===== config.mk =====
export PLATFORM = sky130hd
export DESIGN_NAME = radix4_booth_multiplier
export DESIGN_NICKNAME = d
export VERILOG_FILES = /design/src/rtl/radix4_booth_multiplier_pkg.sv /design/src/rtl/booth_recoder.sv /design/src/rtl/radix4_booth_multiplier.sv
export SDC_FILE = /design/constraint.sdc
export NUM_CORES = 1
export LEC_CHECK = 0
export ABC_AREA = 1
export CAP_MARGIN = 20
export CORE_MARGIN = 2
export CORE_UTILIZATION = 25
export CTS_CLUSTER_SIZE = 8
export DETAILED_ROUTE_END_ITERATION = 7
export RECOVER_POWER = 100
export SLEW_MARGIN = 15
export SYNTH_ARGS = -nofsm -noshare
export SYNTH_HDL_FRONTEND = slang
export SYNTH_SLANG_ARGS = --single-unit

===== constraint.sdc =====
create_clock -name clk -period 3 [get_ports clk]
set_clock_uncertainty 0.1 [all_clocks]
set_input_delay 0.45 -clock clk [delete_from_list [all_inputs] [get_ports clk]]
set_output_delay 0.45 -clock clk [all_outputs]
set_load 0.01 [all_outputs]

===== src/rtl/radix4_booth_multiplier_pkg.sv =====
// Shared definitions for the radix-4 Booth sequential multiplier:
// FSM state encodings and default operand/working-register widths.
package radix4_booth_multiplier_pkg;

  localparam int N     = 8;
  localparam int ANS_W = 2 * N + 2;
  localparam int ITER  = N / 2;

  typedef enum logic [1:0] {
    S_IDLE = 2'd0,
    S_CALC = 2'd1,
    S_DONE = 2'd2
  } state_t;

endpackage


===== src/rtl/booth_recoder.sv =====
// Radix-4 Booth recoder: maps a multiplier bit triplet to an addend select
// of 0, +/-M or +/-2M.
module booth_recoder (
  input  logic [2:0] trip,
  output logic       zero,
  output logic       neg,
  output logic       two
);

  always_comb begin
    zero = 1'b0;
    neg  = 1'b0;
    two  = 1'b0;
    case (trip)
      3'b000, 3'b111: zero = 1'b1;
      3'b001, 3'b010: ;
      3'b011:         two  = 1'b1;
      3'b100: begin
        neg = 1'b1;
        two = 1'b1;
      end
      3'b101, 3'b110: neg = 1'b1;
      default:        zero = 1'b1;
    endcase
  end

endmodule


===== src/rtl/radix4_booth_multiplier.sv =====
// Sequential signed NxN multiplier, radix-4 Booth: one load cycle then N/2
// add/arithmetic-shift-by-2 iterations on the {A, Q, Qm1} working register.
module radix4_booth_multiplier
  import radix4_booth_multiplier_pkg::*;
#(
  parameter int N = 8
) (
  input  logic             clk,
  input  logic             rst,
  input  logic             go,
  input  logic [N-1:0]     mplier,
  input  logic [N-1:0]     mcand,
  output logic [1:0]       state,
  output logic [2*N+1:0]   ans,
  output logic             over
);

  localparam int AW = 2 * N + 2;
  localparam int IT = N / 2;
  localparam int CW = (IT > 1) ? $clog2(IT) : 1;

  state_t                state_q, state_d;
  logic [AW-1:0]         ans_q, ans_d;
  logic signed [N:0]     m_q, m_d;
  logic [CW-1:0]         count_q, count_d;

  logic                  sel_zero, sel_neg, sel_two;
  logic signed [N+1:0]   mag, addend, sum;

  booth_recoder u_recoder (
    .trip (ans_q[2:0]),
    .zero (sel_zero),
    .neg  (sel_neg),
    .two  (sel_two)
  );

  // Addend in N+2 bits so that -2M with M = -2^(N-1) stays representable.
  always_comb begin
    mag    = sel_two ? {m_q, 1'b0} : {m_q[N], m_q};
    addend = sel_zero ? '0 : (sel_neg ? -mag : mag);
    sum    = {ans_q[AW-1], ans_q[AW-1:N+1]} + addend;
  end

  always_comb begin
    state_d = state_q;
    ans_d   = ans_q;
    m_d     = m_q;
    count_d = count_q;
    case (state_q)
      S_IDLE: begin
        if (go) begin
          ans_d   = {{(N+1){1'b0}}, mplier, 1'b0};
          m_d     = {mcand[N-1], mcand};
          count_d = '0;
          state_d = S_CALC;
        end
      end
      S_CALC: begin
        ans_d   = {sum[N+1], sum, ans_q[N:2]};
        count_d = count_q + 1'b1;
        if (count_q == CW'(IT - 1)) state_d = S_DONE;
      end
      S_DONE: begin
        if (!go) state_d = S_IDLE;
      end
      default: state_d = S_IDLE;
    endcase
  end

  always_ff @(posedge clk or negedge rst) begin
    if (!rst) begin
      state_q <= S_IDLE;
      ans_q   <= '0;
      m_q     <= '0;
      count_q <= '0;
    end else begin
      state_q <= state_d;
      ans_q   <= ans_d;
      m_q     <= m_d;
      count_q <= count_d;
    end
  end

  assign state = state_q;
  assign ans   = ans_q;
  assign over  = (state_q == S_DONE);

endmodule


# Word-level counts from Yosys, hierarchy flattened
# Index checks and enable logic that the tools add are counted.
[word_totals] wordCells=41 in_bits=19 regBits=30 out_inout_bits=21
[classes] reduce_logical=9 n_addsub=3 n_eq_ne=11 mux=14
[op_table] cell="$pmux 18 s2" n=1
[op_table] cell="$mux 10" n=2
[op_table] cell="$mux 18" n=1
[op_table] cell="$eq 3x3->1 const B" n=4
[op_table] cell="$add 10x10->10" n=1
[op_table] cell="$neg 10->10" n=1
[op_table] cell="$mux 2" n=4
[op_table] cell="$mux 8" n=1
[op_table] cell="$ne 2x2->1 const B" n=3
[op_table] cell="$pmux 2 s3" n=1
[op_table] cell="$eq 2x2->1 const B" n=2
[op_table] cell="$pmux 2 s2" n=1
[op_table] cell="$reduce_and 2->1" n=2
[op_table] cell="$reduce_or 2->1" n=2
[op_table] cell="$eq 3x2->1 const B" n=1
[op_table] cell="$logic_not 3->1" n=1
[op_table] cell="$mux 1" n=3
[op_table] cell="$reduce_and 3->1" n=1
[op_table] cell="$reduce_or 3->1" n=1
[op_table] cell="$add 2x1->2 const B" n=1
[op_table] cell="$eq 2x1->1 const B" n=1
[op_table] cell="$logic_not 2->1" n=1
[op_table] cell="$reduce_bool 2->1" n=1

# Longest topological paths before layout
[depth] ltp_word=9 ltp_mapped=22 ltp_nobuf=22

# Hierarchy
# Synthesis repeated with hierarchy kept, for this count alone.
[hier_totals] cells_unflattened=266 hier_area_um2=2062.0
[modules_own_cells] module="radix4_booth_multiplier" seq_area_each_um2=725.7 area_each_um2=2021.9 n_inst=1 cells_per_inst=257
[modules_own_cells] module="booth_recoder" seq_area_each_um2=0.0 area_each_um2=40.0 n_inst=1 cells_per_inst=9

# Least setup slack after synthesis
# OpenSTA, ideal clock, no wires.
[synth_path] kind="register -> register" start="register ans_q[1], in the netlist ans[1]" end="register ans_q[16], in the netlist ans[16]" synth_period_minus_slack_ns=2.908 stages_incl_launch_ff=21 required_time_ns=2.783 setup_slack_ns=0.092 arrival_ns=2.691 setup_ns=0.117 path_buffers=0 cell_sequence="dfrtp_1 nand2_1 nand2_2 nand2_2 o21ai_0 ha_1 inv_1 nor2_1 nand4_1 nand2_1 o21ai_0 o21ai_0 inv_1 ha_1 inv_1 nor4_1 nand3_1 nand3_1 nand3_1 nand3_1 nand2_1"
[synth_via] elab_chain_cells=9 elab_cells_between_ends=18 classes_between="add/sub: 2; eq/ne: 5; mux: 7; reduce/logical: 4"
[synth_rtl] element="from (decl)" line="radix4_booth_multiplier.sv:23" text="logic [AW-1:0] ans_q, ans_d;"
[synth_rtl] element="from (signal assigned)" line="radix4_booth_multiplier.sv:78" text="ans_q <= ans_d;"
[synth_rtl] element="$eq 3x2->1 or $eq 3x3->1 (tied branches)" line="booth_recoder.sv:14" text="case (trip)"
[synth_rtl] element="$reduce_or 2->1 (no line)"
[synth_rtl] element="$mux 1" line="booth_recoder.sv:14"
[synth_rtl] element="$mux 8" line="radix4_booth_multiplier.sv:39" text="mag = sel_two ? {m_q, 1'b0} : {m_q[N], m_q};"
[synth_rtl] element="$neg 10->10" line="radix4_booth_multiplier.sv:40" text="addend = sel_zero ? '0 : (sel_neg ? -mag : mag);"
[synth_rtl] element="$mux 10" line="radix4_booth_multiplier.sv:40"
[synth_rtl] element="$mux 10 (*)" line="radix4_booth_multiplier.sv:40"
[synth_rtl] element="$add 10x10->10 (*)" line="radix4_booth_multiplier.sv:41" text="sum = {ans_q[AW-1], ans_q[AW-1:N+1]} + addend;"
[synth_rtl] element="$pmux 18 s2 (*)" line="radix4_booth_multiplier.sv:49" text="case (state_q)"
# Every way passes the cells marked *; elsewhere a longest branch is shown, timed or not.
# A chain may end at the register's enable or synchronous reset.

# Worst setup path in the final report
[layout_path] start="register ans_q[0], in the netlist ans[0]" end="register ans_q[16], in the netlist ans[16]"
# The elaborated chain is that of the path after synthesis.

==> results.md <==
* Crit. End Element: flip-flop
* Crit-path leading delay family: simple AND/OR/NAND/NOR gates
* Critical path buffers and inverters at 3
* Register Area at 725.7 um2
* Post-synthesis mux area share at 0
* Worst Path Max Fanout at 5
* Post-Syn Area at roughly 2000 um2
* Met2 WL at between 2 and 3 mm
* Wl on met1 at 2.392 mm
* Achievable Freq at approximately 350 MHz
* Violated checks: capacitance limit, slew limit
* Final setup TNS at 0 ps
* Clk slew on worst S/H paths at 60 ps
* Total of max-cap violations at 1
* Final Hold Viols at 0
* GRT Residual Overflow at 0
* Ys Warns at 0
* Largest net degree at the start of global routing at 30
* Total die area at between 8000 and 9000 um2
* Die X at ~93 um
* Starting Density at 0.2587
* Gr usage total at 0.1233
* Area delta synth->final at 44.87%
* ANT nets after route at 0
* Highest routed layer: met4
* Max-slew violations at 30
* Largest family of logic cells by synthesized area: simple AND/OR/NAND/NOR gates
* Status: finished, violations left
* Critical Path AT at about 3000 ps
* Critical Path, Cell by Cell: buf_4 > nor2_2 > nand2_2 > nand2_2 > nand2_2 > nand2_4 > nand2_4 > nor2_8 > nand2_1 > nand2_1 > o21ai_0 > o21ai_0 > inv_1 > ha_1 > inv_2 > nor4_4 > nand3_1 > nand3_2 > nand3_1 > nand3_1 > nand2_1
* Hold Crit Class: flip-flop to flip-flop
* Post-Synth XOR/XNOR Area at 0.004380
* Cell count after synthesis at 273
* Worst Setup Path Type: flip-flop to flip-flop
* Post-route cell area at about 2900 um2
* Drt via density at ~4.6
* Drt pass-1 iters at 4
* Fillers at between 700 and 800
* Final setup viols at 0
* Number of hold buffers added after CTS at 0
* Final Cycle Share at 0.9642
* Post-Synth Adder-Cell Area at 0.07885
* Crit-path slowest cell: dfrtp_1
* Data required, critical path at 3080 ps
* CTS tree: built
* H-tree levels at 2
* Clock Path Buffers at 2
* Post-DR wirelength/cell at about 12 um
* Cts bufs inserted at 5
* Syn_nets at approximately 300
* Clock Sinks at 29
* Simple-gate share of the synthesized area at 0.2766
* Number of remaining DRC errors at 0
* Syn_area_per_cell at about 7.3 um2
* Final nets at about 370
* Die Height at roughly 93 um
* Global-route wire length before repair at 8.542 mm
* Compound-Gate Fraction of Synth Area at 0.1884
* Post-DP HPWL at 3.891 mm
* Antenna fix cells at 0
* DRT iter0 DRCs at about 110
* Post-Route WL at 5.321 mm
* Worst slew pin tran at roughly 1700 ps
* Number of distinct library cells after synthesis at 33
* Worst slew margin relative to its limit at -0.1013
* Most common cell after layout, fill and taps aside: nand2_1
* Multi-input logic area at about 1200 um2
* Core Box Area at roughly 7700 um2
* Clk_lat worst skew at slightly below 300 ps
* Vias in the first global route at around 1900
* Flops & latches, synth at 29
* FP Rows at 32
* Dpl cell area at approximately 2600 um2
* Share of layout cells above drive strength 1 at 0.2292
* Wire length on met3 at between 200 and 250 um
* IO Count at 40
* Vias at between 2000 and 2500
* Sequential area share after synthesis at 0.3630
* Fin crit period at 2893 ps
* Slowest stage delay, CP at between 400 and 500 ps
* RSZ-0062 raised after global routing: true
* Most frequent cells in the layout: nand2_1, inv_1, dfrtp_1, o21ai_0, clkdlybuf4s50_1
* CP Launch Type: flip-flop
* RD Place Congestion at roughly 0.83
* Antenna violations before repair at 0
* IO Port Bufs at 39
* Clock root buffer: clkbuf_8
cells in the mapped netlist:
cell | count | share of area
o21ai_0 | 33 | 0.083
buf_2 | 1 | 0.0025
nor2_1 | 23 | 0.043
a22oi_1 | 1 | 0.0038
a21oi_1 | 13 | 0.033
nor2_2 | 1 | 0.0031
nand4_1 | 1 | 0.0031
nand2_1 | 60 | 0.11
clkbuf_1 | 4 | 0.0075
nand3_1 | 16 | 0.040
o21a_1 | 2 | 0.0075
inv_2 | 1 | 0.0019
dfrtp_1 | 29 | 0.36
and2_1 | 1 | 0.0031
ha_1 | 11 | 0.069
o21bai_1 | 1 | 0.0038
o21ai_1 | 3 | 0.0075
nand2_2 | 10 | 0.031
nand3_2 | 2 | 0.010
inv_1 | 39 | 0.073
nor2_8 | 1 | 0.010
nor4_1 | 1 | 0.0031
o221ai_1 | 1 | 0.0044
buf_4 | 1 | 0.0038
nand2_4 | 3 | 0.017
o22ai_1 | 4 | 0.013
fa_1 | 1 | 0.010
a22o_1 | 4 | 0.018
o31ai_1 | 1 | 0.0038
o21ai_2 | 1 | 0.0044
a31oi_1 | 1 | 0.0031
xor2_1 | 1 | 0.0044
a32o_1 | 1 | 0.0050
cell type report:
cell class	count	share of cell area
Clock inverter	1	0.01037
Inverter	40	0.05270
Timing Repair Buffer	61	0.1905
Tap cell	102	0.04406
Sequential cell	29	0.2505
Clock buffer	7	0.02981
Multi-Input combinational cell	198	0.4220
registers in the layout, summed over array words and instances, names as in the netlist:
| register | cells |
|---|---|
| count_q | 2 |
| state | 2 |
| ans | 17 |
| m_q | 8 |
worst reg2reg max path: stages, from the launching register on:
cell     delay (ps)
dfrtp_1         420
buf_4           170
nor2_2          130
nand2_2          80
nand2_2         100
nand2_2          70
nand2_4          90
nand2_4          70
nor2_8          100
nand2_1          60
nand2_1          60
o21ai_0          70
o21ai_0          80
inv_1            60
ha_1            330
inv_2            70
nor4_4          280
nand3_1         140
nand3_2         110
nand3_1          70
nand3_1          80
nand2_1          50
kinds of logic (layout without fill, tap and decap cells):
group / count (synthesis) / after routing
xor gates and xnor gates: 1 / 1
adders and majority gates: 12 / 12
and+or+nand+nor: 119 / 119
DFF: 29 / 29
buffers and inverters: 46 / 109
AOI/OAI and AO/OA: 66 / 66
layer usage:
metal / vias to the layer above / global-route usage
met2: 32 / 0.2110
met4: 0 / 0.03676
met3: 6 / 0.03304
met5: - / 0
met1: 949 / 0.1509
li1: 1018 / -
metrics by stage:
step / hold slack, ps / worst slack (ps) / cells / util
floorplan: 54.41 / 91.94 / 273 / -
finish: 412.6 / 107.4 / 438 / 0.3748
detailed placement: 399.0 / -100.9 / 424 / 0.3378
global route: 434.7 / -134.3 / 438 / 0.3748
global placement: 387.2 / -38.36 / 424 / 0.3378
CTS: 417.0 / 0.6968 / 432 / 0.3546
final timing paths:
kind	startpoint	end	slack, ps	cells past startpoint
hold reg to reg	count_q[1]	count_q[1]	410	1
min in group asynchronous	rst	ans[15]	1020	2
hold / removal	count_q[1]	count_q[1]	410	1
max in group asynchronous	rst	m_q[5]	820	2
setup reg to reg	ans[0]	ans[16]	110	21
setup / recovery	ans[0]	ans[16]	110	21
repair_timing:
item / in CTS / in global routing
buffers inserted: 0 / 6
pin swaps: 0 / 27
gates resized for setup: 6 / 40
endpoints found under the setup margin: 3 / 5
Power is left out: the tool's default activity adds up to more than one toggle a clock period on the data nets, which glitch-free logic cannot reach.
